[config.mk]
export PLATFORM = sky130hd
export DESIGN_NAME = uart_tx_scheduler
export DESIGN_NICKNAME = d
export VERILOG_FILES = /design/src/rtl/uart_tx_scheduler.sv
export SDC_FILE = /design/constraint.sdc
export NUM_CORES = 1
export LEC_CHECK = 0
export ABC_CLOCK_PERIOD_IN_PS = 1400
export BUFFER_PORTS_ARGS = -buffer_cell sky130_fd_sc_hd__buf_2
export CAP_MARGIN = 10
export CORE_MARGIN = 4
export CORE_UTILIZATION = 39
export DETAILED_ROUTE_END_ITERATION = 10
export HOLD_SLACK_MARGIN = 0.1
export MAX_ROUTING_LAYER = met4
export PLACE_DENSITY_LB_ADDON = 0.12
export SETUP_SLACK_MARGIN = 0.5
export SYNTH_ARGS = -nofsm -noshare
export SYNTH_HDL_FRONTEND = slang
export SYNTH_SLANG_ARGS = --single-unit
[constraint.sdc]
create_clock -name clk_9k6 -period 1.4 [get_ports clk_9k6]
set_input_delay 0.28 -clock clk_9k6 [delete_from_list [all_inputs] [get_ports clk_9k6]]
set_output_delay 0.28 -clock clk_9k6 [all_outputs]
set_load 0.01 [all_outputs]
[src/rtl/uart_tx_scheduler.sv]
// Round-robin scheduler sharing one UART transmitter between N_REQ requesters (clk_9k6 domain).
// Optional tx_busy watchdog enabled by defining UART_SCHED_TIMEOUT_EN.
module uart_tx_scheduler #(
    parameter int N_REQ          = 4,
    parameter int DATA_W         = 16,
    parameter int GAP_CYCLES     = 2,
    parameter int TIMEOUT_CYCLES = 64
) (
    input  logic                    clk_9k6,
    input  logic                    rst_n,
    input  logic [N_REQ-1:0]        req,
    input  logic [N_REQ*DATA_W-1:0] req_data,
    output logic [N_REQ-1:0]        grant,
    input  logic                    tx_busy,
    output logic                    enable_transmiter,
    output logic [DATA_W-1:0]       data_to_send,
    output logic                    sched_busy,
    output logic                    err_timeout
);

    localparam int IDX_W  = $clog2(N_REQ);
    localparam int CAND_W = IDX_W + 1;
    localparam int GAP_W  = (GAP_CYCLES > 1) ? $clog2(GAP_CYCLES) : 1;

    typedef enum logic [2:0] {IDLE, LOAD, START, WAIT_BUSY, WAIT_DONE, GAP} state_t;

    state_t              state_reg, state_next;
    logic [IDX_W-1:0]    ptr_reg, ptr_next;
    logic [IDX_W-1:0]    win_reg, win_next;
    logic [GAP_W-1:0]    gap_cnt_reg, gap_cnt_next;
    logic [N_REQ-1:0]    grant_reg, grant_next;
    logic                enable_reg, enable_next;
    logic [DATA_W-1:0]   data_reg, data_next;
    logic                sched_busy_reg, sched_busy_next;
    logic [DATA_W-1:0]   words [N_REQ];
    logic                found;
    logic [IDX_W-1:0]    pick;
    logic [CAND_W-1:0]   cand;

    if (N_REQ < 2 || N_REQ > 8 || TIMEOUT_CYCLES < 1) begin : g_param_check
        $error("uart_tx_scheduler: unsupported parameter set");
    end

    genvar gi;
    generate
        for (gi = 0; gi < N_REQ; gi++) begin : g_words
            assign words[gi] = req_data[gi*DATA_W +: DATA_W];
        end
    endgenerate

    // Scan offsets from farthest to nearest so the nearest set request after ptr wins.
    always_comb begin
        found = 1'b0;
        pick  = ptr_reg;
        cand  = '0;
        for (int i = N_REQ; i >= 1; i--) begin
            cand = {1'b0, ptr_reg} + CAND_W'(i);
            if (cand >= CAND_W'(N_REQ)) cand = cand - CAND_W'(N_REQ);
            if (req[cand[IDX_W-1:0]]) begin
                found = 1'b1;
                pick  = cand[IDX_W-1:0];
            end
        end
    end

`ifdef UART_SCHED_TIMEOUT_EN
    localparam int TMO_W = (TIMEOUT_CYCLES > 1) ? $clog2(TIMEOUT_CYCLES) : 1;
    logic [TMO_W-1:0] tmo_cnt_reg, tmo_cnt_next;
    logic             err_reg, err_next;
`endif

    always_comb begin
        state_next   = state_reg;
        ptr_next     = ptr_reg;
        win_next     = win_reg;
        gap_cnt_next = gap_cnt_reg;
        grant_next   = '0;
        enable_next  = 1'b0;
        data_next    = data_reg;
`ifdef UART_SCHED_TIMEOUT_EN
        tmo_cnt_next = tmo_cnt_reg;
        err_next     = err_reg;
`endif
        case (state_reg)
            IDLE: begin
                if (found) begin
                    win_next   = pick;
                    state_next = LOAD;
                end
            end
            LOAD: begin
                grant_next[win_reg] = 1'b1;
                data_next           = words[win_reg];
                ptr_next            = win_reg;
                state_next          = START;
            end
            START: begin
                enable_next = 1'b1;
                state_next  = WAIT_BUSY;
`ifdef UART_SCHED_TIMEOUT_EN
                tmo_cnt_next = '0;
`endif
            end
            WAIT_BUSY: begin
                if (tx_busy) begin
                    state_next = WAIT_DONE;
                end
`ifdef UART_SCHED_TIMEOUT_EN
                // Transmitter never started: drop the word, pointer already moved past it.
                else if (tmo_cnt_reg == TMO_W'(TIMEOUT_CYCLES - 1)) begin
                    err_next     = 1'b1;
                    gap_cnt_next = '0;
                    state_next   = (GAP_CYCLES == 0) ? IDLE : GAP;
                end else begin
                    tmo_cnt_next = tmo_cnt_reg + TMO_W'(1);
                end
`endif
            end
            WAIT_DONE: begin
                if (!tx_busy) begin
                    gap_cnt_next = '0;
                    state_next   = (GAP_CYCLES == 0) ? IDLE : GAP;
                end
            end
            GAP: begin
                if (gap_cnt_reg == GAP_W'(GAP_CYCLES - 1)) state_next = IDLE;
                else gap_cnt_next = gap_cnt_reg + GAP_W'(1);
            end
            default: state_next = IDLE;
        endcase
        sched_busy_next = (state_next != IDLE);
    end

    always_ff @(posedge clk_9k6 or negedge rst_n) begin
        if (!rst_n) begin
            state_reg      <= IDLE;
            ptr_reg        <= IDX_W'(N_REQ - 1);
            win_reg        <= '0;
            gap_cnt_reg    <= '0;
            grant_reg      <= '0;
            enable_reg     <= 1'b0;
            data_reg       <= '0;
            sched_busy_reg <= 1'b0;
`ifdef UART_SCHED_TIMEOUT_EN
            tmo_cnt_reg    <= '0;
            err_reg        <= 1'b0;
`endif
        end else begin
            state_reg      <= state_next;
            ptr_reg        <= ptr_next;
            win_reg        <= win_next;
            gap_cnt_reg    <= gap_cnt_next;
            grant_reg      <= grant_next;
            enable_reg     <= enable_next;
            data_reg       <= data_next;
            sched_busy_reg <= sched_busy_next;
`ifdef UART_SCHED_TIMEOUT_EN
            tmo_cnt_reg    <= tmo_cnt_next;
            err_reg        <= err_next;
`endif
        end
    end

    assign grant             = grant_reg;
    assign enable_transmiter = enable_reg;
    assign data_to_send      = data_reg;
    assign sched_busy        = sched_busy_reg;
`ifdef UART_SCHED_TIMEOUT_EN
    assign err_timeout       = err_reg;
`else
    assign err_timeout       = 1'b0;
`endif

endmodule

# After elaboration in Yosys (flattened, before gate mapping)
# Index checks and enable logic that the tools add are counted.
[classes]
n_bitwise = 1
shift = 0
addsub = 9
reduce_logical = 6
magnitude_cmp = 11
div = 0
n_mul = 0
mux = 35
eq_ne = 6
[ops]
columns = ["cell", "count"]
rows = [
  ["binary-select mux 16 bit (select 2 bit)", 1],
  ["2-to-1 mux 16 bit", 2],
  ["one-hot mux 3 bit (6 select lines)", 1],
  ["2-to-1 mux 2 bit", 8],
  [">= comparator 3 bit (second input constant)", 5],
  ["< comparator 2 x 3 -> 1 bit (second input constant)", 5],
  ["2-to-1 mux 1 bit", 12],
  ["2-to-1 mux 3 bit", 4],
  ["binary-select mux 1 bit (select 2 bit)", 4],
  ["subtractor 2 x 1 -> 2 bit (second input constant)", 4],
  ["adder 2 x 2 -> 3 bit (second input constant)", 2],
  ["== test 3 x 2 -> 1 bit (second input constant)", 2],
  ["== test 3 bit (second input constant)", 2],
  ["2-to-1 mux 4 bit", 1],
  ["AND reduction 2 bit", 2],
  ["adder 2 x 1 -> 3 bit (second input constant)", 1],
  ["adder 2 x 3 -> 3 bit (second input constant)", 1],
  ["== test 3 x 1 -> 1 bit (second input constant)", 1],
  ["logical NOT 3 bit", 1],
  ["inverter 2 -> 3 bit", 1],
  ["nonzero test 3 bit", 1],
  ["demux 1 bit (select 2 bit)", 1],
  [">= comparator 2 x 1 -> 1 bit (second input constant)", 1],
  ["inequality test 2 bit (second input constant)", 1],
  ["4 further kinds", 4],
]
[word_totals]
register_bits = 30
ram_bits = 0
in_bits = 71
n_memories = 0
romBits = 0
latchBits = 0
out_inout_bits = 23

# Depth between registers and ports, before layout
[logic_depth]
ltp_word = 12
ltp_mapped = 5
ltp_nobuf = 4

# Worst setup path after synthesis
# No wires, ideal clock.
[synth_path]
path_type = "reg2reg"
from = "register win_reg[0]"
to = "register data_reg[1], in the netlist data_to_send[1]"
arrival_ns = 1.277
required_ns = 1.275
period_less_slack_ns = 1.402
path_stages_with_launch = 4
slack_ns = -0.002
path_buffers = 1
cell_sequence = "dfrtp_1 buf_6 mux4_2 mux2_4"
[synth_between]
elab_chain_len = 4
[synth_lines]
columns = ["element", "line", "rtl"]
rows = [
  ["start: declaration", "29", "logic [IDX_W-1:0] win_reg, win_next;"],
  ["start signal: assignment", "151", "win_reg <= win_next;"],
  ["inverter 2 -> 3 bit (not written as such)", "93", "data_next = words[win_reg];"],
  ["binary-select mux 16 bit (select 2 bit)", "93", ""],
  ["2-to-1 mux 16 bit (not written as such) (2 in a row)", "93", ""],
  ["end signal: assignment", "155", "data_reg <= data_next;"],
  ["end: declaration", "33", "logic [DATA_W-1:0] data_reg, data_next;"],
]
# No other way between the ends. The select of a mux whose other input is x is not followed.
# A chain may end at the register's enable or synchronous reset.

# Worst setup path after layout
[layout_path]
from = "register win_reg[0]"
to = "register data_reg[8], in the netlist data_to_send[8]"
# The elaborated chain is that of the path after synthesis.

==> metrics.txt <==
outcome=finished, violations left; failing checks=setup timing; gr usage total=between 10% and 20%; worst reg2reg path endpoint=data_to_send[8]$_DFFE_PN0P_; routed length per placed instance=about 16 µm; grt ovf=0; layout cells sized above 1=between 70% and 80%; Die Y-Extent=approximately 73 µm; Clock Sinks=30; area of the core=between 4000 and 5000 µm²; final hold viol count=0; Clk Latency, worst-skew pair=~0.28 ns; Antenna diodes=0; arrival time worst endpoint=roughly 1.6 ns; Adder-Cell Fraction of Synth Area=0%; Reg clk slew, reported paths=~0.06 ns; synthesis-to-layout area growth=61.9%; root buffer cell=clkbuf_8; Final period util=106%; LEAKAGE=~1.3 nW; area of the die=between 5000 and 6000 µm²; area share of xor/xnor cells in the synthesized design=0%; post-route ant nets=0; setup TNS=-0.807 ns; maximum vdd ir drop=a little under 1 mV; hold path start=tx_busy; cells after synthesis=between 100 and 150; Initial DRT Pass Iterations=4; Initial Util=about 41%; Worst Reg-to-Reg Cells=3; Max clock buf depth=2; Final Slew Violations=0; CTS tree=done; register area share after synthesis=a little under half; number of global-route vias before repair=1647; Worst Slack Setup Final=-0.0775 ns; CP peak stage delay=about 0.5 ns; # Max-Cap Violations=0; Worst Path Required=~1.6 ns; vias after detailed routing=1483; Area contributors post-synth=dfrtp_1 43%, mux4_2 22%, mux2_4 9.1%, mux2_2 4.8%, dfstp_2 3.2%; Yosys top cell by area=dfrtp_1; detailed-placement wirelength estimate=~3500 µm; CTS buffer count=5; post-synthesis simple-gate area fraction=under 10%; fin area=~2700 µm²; crit path kind=reg -> reg; Iteration-0 DRC Markers=between 60 and 70; Post-DP Area=approximately 2300 µm²; Post-Synthesis Cell Area=1650 µm²; Tmin final=about 1.5 ns; slowest CP cell=mux4_2; gpl congestion=approximately 0.83; syn_area_per_cell=~14 µm²; H-tree Lvls=2; row count=23; Compound-Gate Fraction of Synth Area=6.38%; first-pass GRT wire length=~7100 µm; DR vias/cell=just over 5; Clock Skews=about 0.0025 ns; total length of routed wires=4720 µm; PwrDens=approximately 2200 nW/µm²; worst-path cell chain=buf_12 -> mux4_2 -> mux2_4; Filler cells=332; R2R Setup Slk=-0.08 ns; hold endpoint=state_reg[1]$_DFF_PN0_; post-synthesis mux area share=35.8%; fmax=a little under 700 MHz; most common cell after layout, fill and taps aside=buf_2; most frequent cells in the layout=90 x buf_2, 28 x dfrtp_1, 18 x buf_4; largest fanout on the critical path=12; hold depth=2; initial antenna violation count=0; Netlist cell types=30; YS warnings=0; largest net degree at the start of global routing=31; Nets=around 310; Crit Reg-Reg Startpoint=win_reg[0]$_DFFE_PN0P_; post-synth top area share=around 43%; die extent in x=between 70 and 80 µm; DRC Markers=0; synthesized flop and latch total=30; Worst Setup Start Kind=flop; crit end category=flop; Mapped Nets=about 190; port bufs=just over 90; # setup viols final=16; hold crit path type=in -> reg; Largest register FFs=16; RSZ-0062 raised after global routing=true; largest family of logic cells by synthesized area=multiplexers; # IOs=94
## worst max-delay path, delay by kind of cell (launching register included)
family	cells	cell delay [ns]
buf+inv	1	0.17
flops	1	0.40
mux	2	0.79
## worst max-delay path by stage
stage               slack (ns)                           end              startpoint  cells after the start
floorplan               -0.002   data_to_send[1]$_DFFE_PN0P_  win_reg[0]$_DFFE_PN0P_                      3
global placement         -0.04   data_to_send[2]$_DFFE_PN0P_  win_reg[0]$_DFFE_PN0P_                      3
detailed placement        -0.1  data_to_send[12]$_DFFE_PN0P_  win_reg[0]$_DFFE_PN0P_                      3
CTS                      -0.09   data_to_send[5]$_DFFE_PN0P_  win_reg[0]$_DFFE_PN0P_                      3
global route             -0.12   data_to_send[2]$_DFFE_PN0P_  win_reg[0]$_DFFE_PN0P_                      3
finish                   -0.08   data_to_send[8]$_DFFE_PN0P_  win_reg[0]$_DFFE_PN0P_                      3
## cell usage after synthesis
| cell type | instances |
|---|---|
| conb_1 | 1 |
| clkbuf_1 | 2 |
| dfrtp_1 | 28 |
| dfstp_2 | 2 |
| a22o_1 | 1 |
| mux4_2 | 16 |
| nor3_1 | 1 |
| o21ai_0 | 5 |
| o221ai_1 | 2 |
| buf_6 | 2 |
| mux2_4 | 10 |
| buf_4 | 3 |
| buf_2 | 1 |
| a22oi_1 | 1 |
| nand2_1 | 4 |
| nor4_1 | 1 |
| nor3b_1 | 2 |
| a21oi_1 | 1 |
| nor2_1 | 5 |
| inv_1 | 4 |
| nor2b_1 | 3 |
| or3_1 | 1 |
| a31oi_1 | 2 |
| o21bai_1 | 1 |
| mux2_2 | 7 |
| o22ai_1 | 1 |
| nand2b_1 | 4 |
| o21a_1 | 1 |
| nor3b_2 | 1 |
| o211ai_1 | 1 |
## per-layer routing
metal,GRT usage [%],wire (µm),up-vias,part of all wire (%)
li1,-,-,676,-
met1,18.4,1640,738,35
met2,32.4,2660,56,56
met3,4.68,311,13,6.6
met4,8.40,105,0,2.2
met5,-,0,-,0
## cells by family (layout without fill, tap and decap cells)
logic type	Yosys count	after routing
flops	30	30
other cells	1	1
simple gates	22	22
compound gates	16	16
buf+inv	12	137
mux	33	33
## per-stage QoR
stage | instances | worst slack (ns) | hold slack, ns | utilization, % | total power [mW]
2_1_floorplan | 114 | -0.00167 | -0.0156 | - | 3.43
3_3_place_gp | 260 | -0.0433 | 0.313 | 56.1 | 4.20
3_5_place_dp | 260 | -0.0956 | 0.312 | 56.1 | 4.32
4_1_cts | 277 | -0.0875 | 0.223 | 61.7 | 5.42
5_1_grt | 289 | -0.124 | 0.232 | 66.2 | 6.27
6_report | 289 | -0.0775 | 0.238 | 66.2 | 5.90
## final cells by class
type	instances	area [µm²]	area share (%)
inverter	4	15.0	0.563
sequential	30	753	28.2
multi-input combinational	72	956	35.9
clock inverter	1	5.00	0.188
timing repair buffer	125	788	29.6
tap	50	62.6	2.35
clock buffer	7	86.3	3.24
## power breakdown
part	leakage (nW)	internal (mW)	switching (mW)
clock	0.0482	0.396	0.310
sequential	0.356	1.31	0.243
combinational	0.902	2.22	1.42
total	1.31	3.93	1.97
## timing repair
item | in CTS | in global routing
pin swaps | 2 | 6
gates cloned | 0 | 1
setup buffers | 8 | 11
gates resized for setup | 17 | 23
hold buffers | 1 | 0
setup endpoints to repair | 51 | 54
hold endpoints to repair | 28 | 0
Power figures use the tool's default switching activity.
